<file path="config.mk">
export PLATFORM = sky130hd
export DESIGN_NAME = lfsr_random_gen
export DESIGN_NICKNAME = d
export VERILOG_FILES = /design/src/rtl/lfsr_random_gen_pkg.sv /design/src/rtl/lfsr_random_gen_sync_edge_detect.sv /design/src/rtl/lfsr_random_gen.sv
export SDC_FILE = /design/constraint.sdc
export NUM_CORES = 1
export LEC_CHECK = 0
export CAP_MARGIN = 10
export CORE_ASPECT_RATIO = 1.1
export CORE_MARGIN = 1.5
export CORE_UTILIZATION = 55
export CTS_CLUSTER_DIAMETER = 150
export DETAILED_ROUTE_END_ITERATION = 16
export PLACE_DENSITY_LB_ADDON = 0.08
export SETUP_SLACK_MARGIN = 0.15
export SKIP_CTS_REPAIR_TIMING = 1
export SYNTH_ARGS = -nofsm -noshare
export SYNTH_HDL_FRONTEND = slang
export SYNTH_HIERARCHICAL = 1
export SYNTH_SLANG_ARGS = --single-unit
</file>
<file path="constraint.sdc">
create_clock -name clock -period 2.8 [get_ports clock]
set_input_delay 0.42 -clock clock [delete_from_list [all_inputs] [get_ports clock]]
set_output_delay 0.42 -clock clock [all_outputs]
set_load 0.01 [all_outputs]
</file>
<file path="src/rtl/lfsr_random_gen_pkg.sv">
// Shared constants, FSM encoding and the LFSR step function for the random generator.
package lfsr_random_gen_pkg;

    localparam logic [15:0] LFSR_TAPS    = 16'hB400;
    localparam logic [15:0] DEFAULT_SEED = 16'hACE1;

    typedef enum logic [1:0] {
        ST_WARM   = 2'd0,
        ST_RUN    = 2'd1,
        ST_SEARCH = 2'd2
    } gen_state_e;

    // One Galois step of x^16+x^14+x^13+x^11+1.
    function automatic logic [15:0] lfsr_step(input logic [15:0] v);
        return (v >> 1) ^ (v[0] ? LFSR_TAPS : 16'h0000);
    endfunction

endpackage

</file>
<file path="src/rtl/lfsr_random_gen_sync_edge_detect.sv">
// Two-flop synchronizer for an asynchronous line followed by a one-cycle rising-edge pulse.
module sync_edge_detect (
    input  logic clk_i,
    input  logic rst_ni,
    input  logic async_i,
    output logic rise_o
);

    logic meta_q;
    logic sync_q;
    logic prev_q;

    always_ff @(posedge clk_i or negedge rst_ni) begin
        if (!rst_ni) begin
            meta_q <= 1'b0;
            sync_q <= 1'b0;
            prev_q <= 1'b0;
        end else begin
            meta_q <= async_i;
            sync_q <= meta_q;
            prev_q <= sync_q;
        end
    end

    assign rise_o = sync_q & ~prev_q;

endmodule

</file>
<file path="src/rtl/lfsr_random_gen.sv">
// Random source for the regfile r29 port: free-running Galois LFSR with warm-up, reseed and
// button-timing entropy, plus a request port returning a non-repeating mole index.
module lfsr_random_gen
    import lfsr_random_gen_pkg::*;
#(
    parameter int                LFSR_W    = 16,
    parameter int                OUT_W     = 8,
    parameter int                NUM_MOLES = 9,
    parameter int                WARMUP    = 32,
    parameter logic [LFSR_W-1:0] SEED      = DEFAULT_SEED
) (
    input  logic              clock,
    input  logic              ctrl_reset,
    input  logic              reseed,
    input  logic [LFSR_W-1:0] seed_value,
    input  logic              entropy_in,
    input  logic              hold,
    output logic [OUT_W-1:0]  random_data,
    output logic              random_valid,
    input  logic              mole_req,
    output logic              mole_busy,
    output logic [3:0]        mole_index,
    output logic              mole_valid,
    output gen_state_e        dbg_state_o
);

    localparam int                 WARM_CW   = (WARMUP < 2) ? 1 : $clog2(WARMUP);
    localparam logic [WARM_CW-1:0] WARM_LAST = WARM_CW'(WARMUP - 1);
    localparam logic [4:0]         MOLES_L   = 5'(NUM_MOLES);

    gen_state_e         state_q, state_d;
    logic [LFSR_W-1:0]  lfsr_q, lfsr_d;
    logic [LFSR_W-1:0]  stamp_q;
    logic [WARM_CW-1:0] warm_q, warm_d;
    logic [OUT_W-1:0]   data_q, data_d;
    logic               valid_q, valid_d;
    logic [3:0]         idx_q, idx_d;
    logic [3:0]         prev_q, prev_d;
    logic               mvalid_q, mvalid_d;
    logic               pending_q, pending_d;
    logic               stir;
    logic [3:0]         cand;
    logic               cand_ok;

    sync_edge_detect u_entropy_sync (
        .clk_i   (clock),
        .rst_ni  (ctrl_reset),
        .async_i (entropy_in),
        .rise_o  (stir)
    );

    // Reseed beats stirring; a stir that lands on zero falls back to SEED so the LFSR never locks.
    always_comb begin
        lfsr_d = lfsr_step(lfsr_q);
        if (reseed) begin
            lfsr_d = (seed_value == '0) ? SEED : seed_value;
        end else if (stir) begin
            lfsr_d = lfsr_step(lfsr_q) ^ stamp_q;
            if (lfsr_d == '0) begin
                lfsr_d = SEED;
            end
        end
    end

    assign cand    = lfsr_q[3:0];
    assign cand_ok = ({1'b0, cand} < MOLES_L) && (cand != prev_q);

    // Handshake: a 1-cycle mole_req is taken only while mole_busy is low; mole_busy stays high
    // until the accept edge, after which mole_valid pulses for one cycle with mole_index updated.
    always_comb begin
        state_d   = state_q;
        warm_d    = warm_q;
        data_d    = data_q;
        valid_d   = valid_q;
        idx_d     = idx_q;
        prev_d    = prev_q;
        mvalid_d  = 1'b0;
        pending_d = pending_q;
        if (reseed) begin
            state_d   = ST_WARM;
            warm_d    = '0;
            valid_d   = 1'b0;
            pending_d = mole_req;
        end else begin
            case (state_q)
                ST_WARM: begin
                    if (mole_req) begin
                        pending_d = 1'b1;
                    end
                    if (warm_q == WARM_LAST) begin
                        valid_d   = 1'b1;
                        data_d    = lfsr_d[OUT_W-1:0];
                        state_d   = (pending_q || mole_req) ? ST_SEARCH : ST_RUN;
                        pending_d = 1'b0;
                    end else begin
                        warm_d = warm_q + 1'b1;
                    end
                end
                ST_RUN: begin
                    if (!hold) begin
                        data_d = lfsr_d[OUT_W-1:0];
                    end
                    if (mole_req) begin
                        state_d = ST_SEARCH;
                    end
                end
                ST_SEARCH: begin
                    if (!hold) begin
                        data_d = lfsr_d[OUT_W-1:0];
                    end
                    if (cand_ok) begin
                        idx_d    = cand;
                        prev_d   = cand;
                        mvalid_d = 1'b1;
                        state_d  = ST_RUN;
                    end
                end
                default: begin
                    state_d = ST_WARM;
                end
            endcase
        end
    end

    always_ff @(posedge clock or negedge ctrl_reset) begin
        if (!ctrl_reset) begin
            state_q   <= ST_WARM;
            lfsr_q    <= SEED;
            stamp_q   <= '0;
            warm_q    <= '0;
            data_q    <= '0;
            valid_q   <= 1'b0;
            idx_q     <= 4'h0;
            prev_q    <= 4'hF;
            mvalid_q  <= 1'b0;
            pending_q <= 1'b0;
        end else begin
            state_q   <= state_d;
            lfsr_q    <= lfsr_d;
            stamp_q   <= stamp_q + 1'b1;
            warm_q    <= warm_d;
            data_q    <= data_d;
            valid_q   <= valid_d;
            idx_q     <= idx_d;
            prev_q    <= prev_d;
            mvalid_q  <= mvalid_d;
            pending_q <= pending_d;
        end
    end

    assign random_data  = data_q;
    assign random_valid = valid_q;
    assign mole_index   = idx_q;
    assign mole_valid   = mvalid_q;
    assign mole_busy    = (state_q == ST_SEARCH) || pending_q;
    assign dbg_state_o  = state_q;

endmodule
</file>
==> run_summary.xml <==
<?xml version="1.0" encoding="UTF-8"?>
<metrics>
  <group name="pwr">
    <metric name="worst_ir_drop_vdd" unit="V">0.000664</metric>
    <metric name="leakagePower" unit="nW">1.56</metric>
    <metric name="power.density_cell_area" unit="nW/µm²">777</metric>
  </group>
  <group name="setup_path">
    <metric name="arrival" unit="ns">1.89</metric>
    <metric name="worst_r2r_endpoint" unit="">random_data[2]</metric>
    <metric name="crit_required" unit="ns">2.38</metric>
    <metric name="critPathSlowestCell" unit="">clkdlybuf4s50_1</metric>
    <metric name="worst-r2r-setup-slack" unit="ns">0.61</metric>
    <metric name="criticalPathCategory" unit="">reg -&gt; out</metric>
    <metric name="critical-path-max-stage-delay" unit="ns">0.48</metric>
    <metric name="critical_path_buf_inv_count" unit="">2</metric>
    <metric name="crit_path_capture_type" unit="">output pin</metric>
    <metric name="cpLargestDelayFamily" unit="">buffers and inverters</metric>
    <metric name="timing.critical_path.cells" unit="">inv_1 &gt; ha_1 &gt; or2_2 &gt; clkdlybuf4s50_1</metric>
    <metric name="r2r_cells" unit="">6</metric>
    <metric name="crit-reg2reg-launch" unit="">warm_q[0]</metric>
    <metric name="worstPathMaxFanout" unit="">7</metric>
    <metric name="startpoint_type" unit="">register</metric>
  </group>
  <group name="yosys">
    <metric name="syn_area" unit="µm²">3130</metric>
    <metric name="number_of_enable_flip_flop_cells_after_synthesis" unit="">0</metric>
    <metric name="yosys.area_share.xor_xnor" unit="">0.132</metric>
    <metric name="post_synth.cell_area_avg" unit="µm²">10.8</metric>
    <metric name="synth_mux_area_frac" unit="">0.0496</metric>
    <metric name="synth_compound_gate_area_share" unit="">0.124</metric>
    <metric name="synth_top_family_by_area" unit="">simple AND/OR/NAND/NOR gates</metric>
    <metric name="postSynth.topFlopCell" unit="">dfrtp_1</metric>
    <metric name="synth_commonest_cells" unit="">dfrtp_1 (49), nand2_1 (30), xnor2_1 (26), xor2_1 (21), o21ai_0 (17)</metric>
    <metric name="number_of_different_library_cells_in_the_post_synthesis_netlist" unit="">42</metric>
    <metric name="synth_top_area_share" unit="">0.392</metric>
    <metric name="ys_async_sr_fraction" unit="">1.00</metric>
    <metric name="synth.ff_latch_count" unit="">61</metric>
    <metric name="synthesis.nets" unit="">319</metric>
    <metric name="synth-seq-area-share" unit="">0.493</metric>
    <metric name="synthAdderAreaFrac" unit="">0.0280</metric>
    <metric name="post_synthesis_simple_gate_area_fraction" unit="">0.139</metric>
    <metric name="synthMostInstantiatedCell" unit="">dfrtp_1</metric>
    <metric name="yosysWarnings" unit="">6</metric>
    <metric name="synthCells" unit="">290</metric>
    <metric name="post-synth-top-area-cell" unit="">dfrtp_1</metric>
    <metric name="ys_top_cells_by_area" unit="">dfrtp_1 (39%), dfstp_2 (10%), xnor2_1 (7.3%), xor2_1 (5.9%), mux2_2 (4.3%)</metric>
  </group>
  <group name="route">
    <metric name="detailroute.wirelength.met2" unit="µm">2960</metric>
    <metric name="drt_drc_violations_left" unit="">0</metric>
    <metric name="route.detailed.wl_per_inst" unit="µm">16.0</metric>
    <metric name="ant_nets" unit="">0</metric>
    <metric name="drtPass1Iterations" unit="">4</metric>
    <metric name="route.vias.total" unit="">2270</metric>
    <metric name="drtIter0Drc" unit="">135</metric>
    <metric name="viasPerCell" unit="">5.56</metric>
    <metric name="dr.max_layer_used" unit="">met4</metric>
    <metric name="wl" unit="µm">6540</metric>
    <metric name="route.layer.met1.wl" unit="µm">3100</metric>
    <metric name="detailroute.wirelength.met3" unit="µm">297</metric>
  </group>
  <group name="place">
    <metric name="globalplace.congestion" unit="">0.868</metric>
    <metric name="place.detailed.hpwl" unit="µm">4560</metric>
    <metric name="buffer_ports.inserted" unit="">38</metric>
    <metric name="numPlacedInstances" unit="">392</metric>
  </group>
  <group name="timing">
    <metric name="finalSetupViolations" unit="">0</metric>
    <metric name="worst_pin_slew" unit="ns">0.645</metric>
    <metric name="count_of_final_hold_check_violations" unit="">0</metric>
    <metric name="timing.final.crit_period" unit="ns">2.31</metric>
    <metric name="maxClockFrequency" unit="MHz">432</metric>
    <metric name="tns" unit="ns">0</metric>
    <metric name="timing.max_slew.rel_slack" unit="">0.570</metric>
    <metric name="rsz_0062_raised_after_global_routing" unit="">false</metric>
    <metric name="timing.clock.skew" unit="ns">0.00955</metric>
    <metric name="min_period_over_period" unit="">0.826</metric>
    <metric name="slew_viol_final" unit="">0</metric>
  </group>
  <group name="global_routing">
    <metric name="global_route.usage.total" unit="">0.238</metric>
    <metric name="grt_start_max_net_pins" unit="">43</metric>
    <metric name="grt_pass1_vias" unit="">2234</metric>
    <metric name="grt_antenna_before_repair" unit="">0</metric>
    <metric name="grt_pass1_wl" unit="µm">10600</metric>
    <metric name="gr-total-overflow" unit="">0</metric>
  </group>
  <group name="floorplanning">
    <metric name="row_count" unit="">28</metric>
    <metric name="start_util" unit="">0.576</metric>
    <metric name="boundaryPins" unit="">39</metric>
    <metric name="area_of_the_die" unit="µm²">6150</metric>
    <metric name="core-area" unit="µm²">5430</metric>
    <metric name="floorplan.die.width" unit="µm">74.9</metric>
    <metric name="die_h" unit="µm">82.1</metric>
  </group>
  <group name="cells_and_area">
    <metric name="final_layout_size_suffix_gt1_frac" unit="">0.165</metric>
    <metric name="finish.net_count" unit="">357</metric>
    <metric name="layout.filler_cells" unit="">413</metric>
    <metric name="multi_input_area" unit="µm²">1480</metric>
    <metric name="finalNonFillerCells" unit="">408</metric>
    <metric name="diodes" unit="">0</metric>
    <metric name="ff_latch_area" unit="µm²">1540</metric>
    <metric name="syn2layout_area_growth" unit="%">20.2</metric>
  </group>
  <group name="clocking">
    <metric name="cts-buffers-inserted" unit="">9</metric>
    <metric name="insertion_delay" unit="ns">0.34</metric>
    <metric name="tritoncts_clock_tree" unit="">built</metric>
    <metric name="total_clock_sinks" unit="">61</metric>
    <metric name="clk_transition_reported_paths" unit="ns">0.07</metric>
    <metric name="clk_path_buf_depth" unit="">2</metric>
    <metric name="ctsHtreeMaxLevel" unit="">3</metric>
    <metric name="clk_root_buffer_cell" unit="">clkbuf_8</metric>
  </group>
  <group name="job">
    <metric name="drv_cap" unit="">0</metric>
  </group>
  <group name="min_path">
    <metric name="min-delay-path-class" unit="">in -&gt; async</metric>
  </group>
  <group name="outcome">
    <metric name="result_of_the_run" unit="">finished clean</metric>
  </group>
</metrics>
[cell usage in the layout, fill, tap and decap left out, types with 5 or more instances in the layout]
cell type and instances:
dfrtp_1 49, clkdlybuf4s50_1 37, nand2_1 30, xnor2_1 26, xor2_1 21, o21ai_0 17, nor2_1 16, nand3_1 12
a21oi_1 12, mux2_2 12, dfstp_2 12, clkbuf_8 10, nand4_1 7, ha_1 7, inv_1 5, o31ai_1 5
buf_4 5
[per-layer routing]
| metal | track usage | vias up |
|---|---|---|
| met5 | 0 | - |
| met4 | 0.140 | 0 |
| met3 | 0.0449 | 16 |
| met2 | 0.350 | 74 |
| met1 | 0.327 | 1085 |
| li1 | - | 1095 |
[power by group]
group          internal (W)  switching (W)  total (W)
clock              0.000521       0.000340   0.000861
combinational      0.000463       0.000376   0.000838
sequential          0.00109       0.000137    0.00122
[state kept, by name, summed over array words and instances (netlist names)]
signal	count
u_entropy_sync/sync_q	1
stamp_q	16
prev_q	4
u_entropy_sync/prev_q	1
random_valid	1
u_entropy_sync/meta_q	1
random_data	8
mole_index	4
warm_q	5
mole_valid	1
pending_q	1
dbg_state_o	2
lfsr_q	16
[kinds of logic after synthesis]
kind of cell / Yosys count
xor gates and xnor gates: 47
muxes: 14
and+or+nand+nor: 86
AOI/OAI and AO/OA: 54
DFF: 61
adders and majority gates: 7
buffers and inverters: 21
[worst max-delay path by stage]
stage	startpoint	slack (ns)	to	cells past startpoint
after global placement	seed_value[10]	0.43	lfsr_q[13]	6
after floorplan	warm_q[0]	0.67	random_data[3]	8
after CTS	dbg_state_o[0]	0.48	mole_busy	4
final	dbg_state_o[0]	0.49	mole_busy	4
after detailed placement	seed_value[8]	0.38	lfsr_q[13]	6
after global routing	dbg_state_o[0]	0.36	mole_busy	4
[per-stage QoR]
step | total power (W) | area [µm²] | util | hold WS [ns] | worst slack (ns)
finish | 0.00292 | 3760 | 0.693 | 0.0987 | 0.488
floorplan | 0.00172 | 3130 | - | 0.124 | 0.672
global route | 0.00308 | 3760 | 0.693 | 0.152 | 0.364
CTS | 0.00294 | 3760 | 0.693 | 0.115 | 0.479
global placement | 0.00206 | 3540 | 0.653 | 0.332 | 0.429
detailed placement | 0.00207 | 3540 | 0.653 | 0.340 | 0.380
[final cells by class]
class | count | share of cell area
Sequential cell | 61 | 0.410
Inverter | 5 | 0.00499
Clock inverter | 5 | 0.0200
Timing Repair Buffer | 43 | 0.110
Tap cell | 75 | 0.0250
Clock buffer | 11 | 0.0376
Multi-Input combinational cell | 208 | 0.393
(Power assumes the default switching activity.)
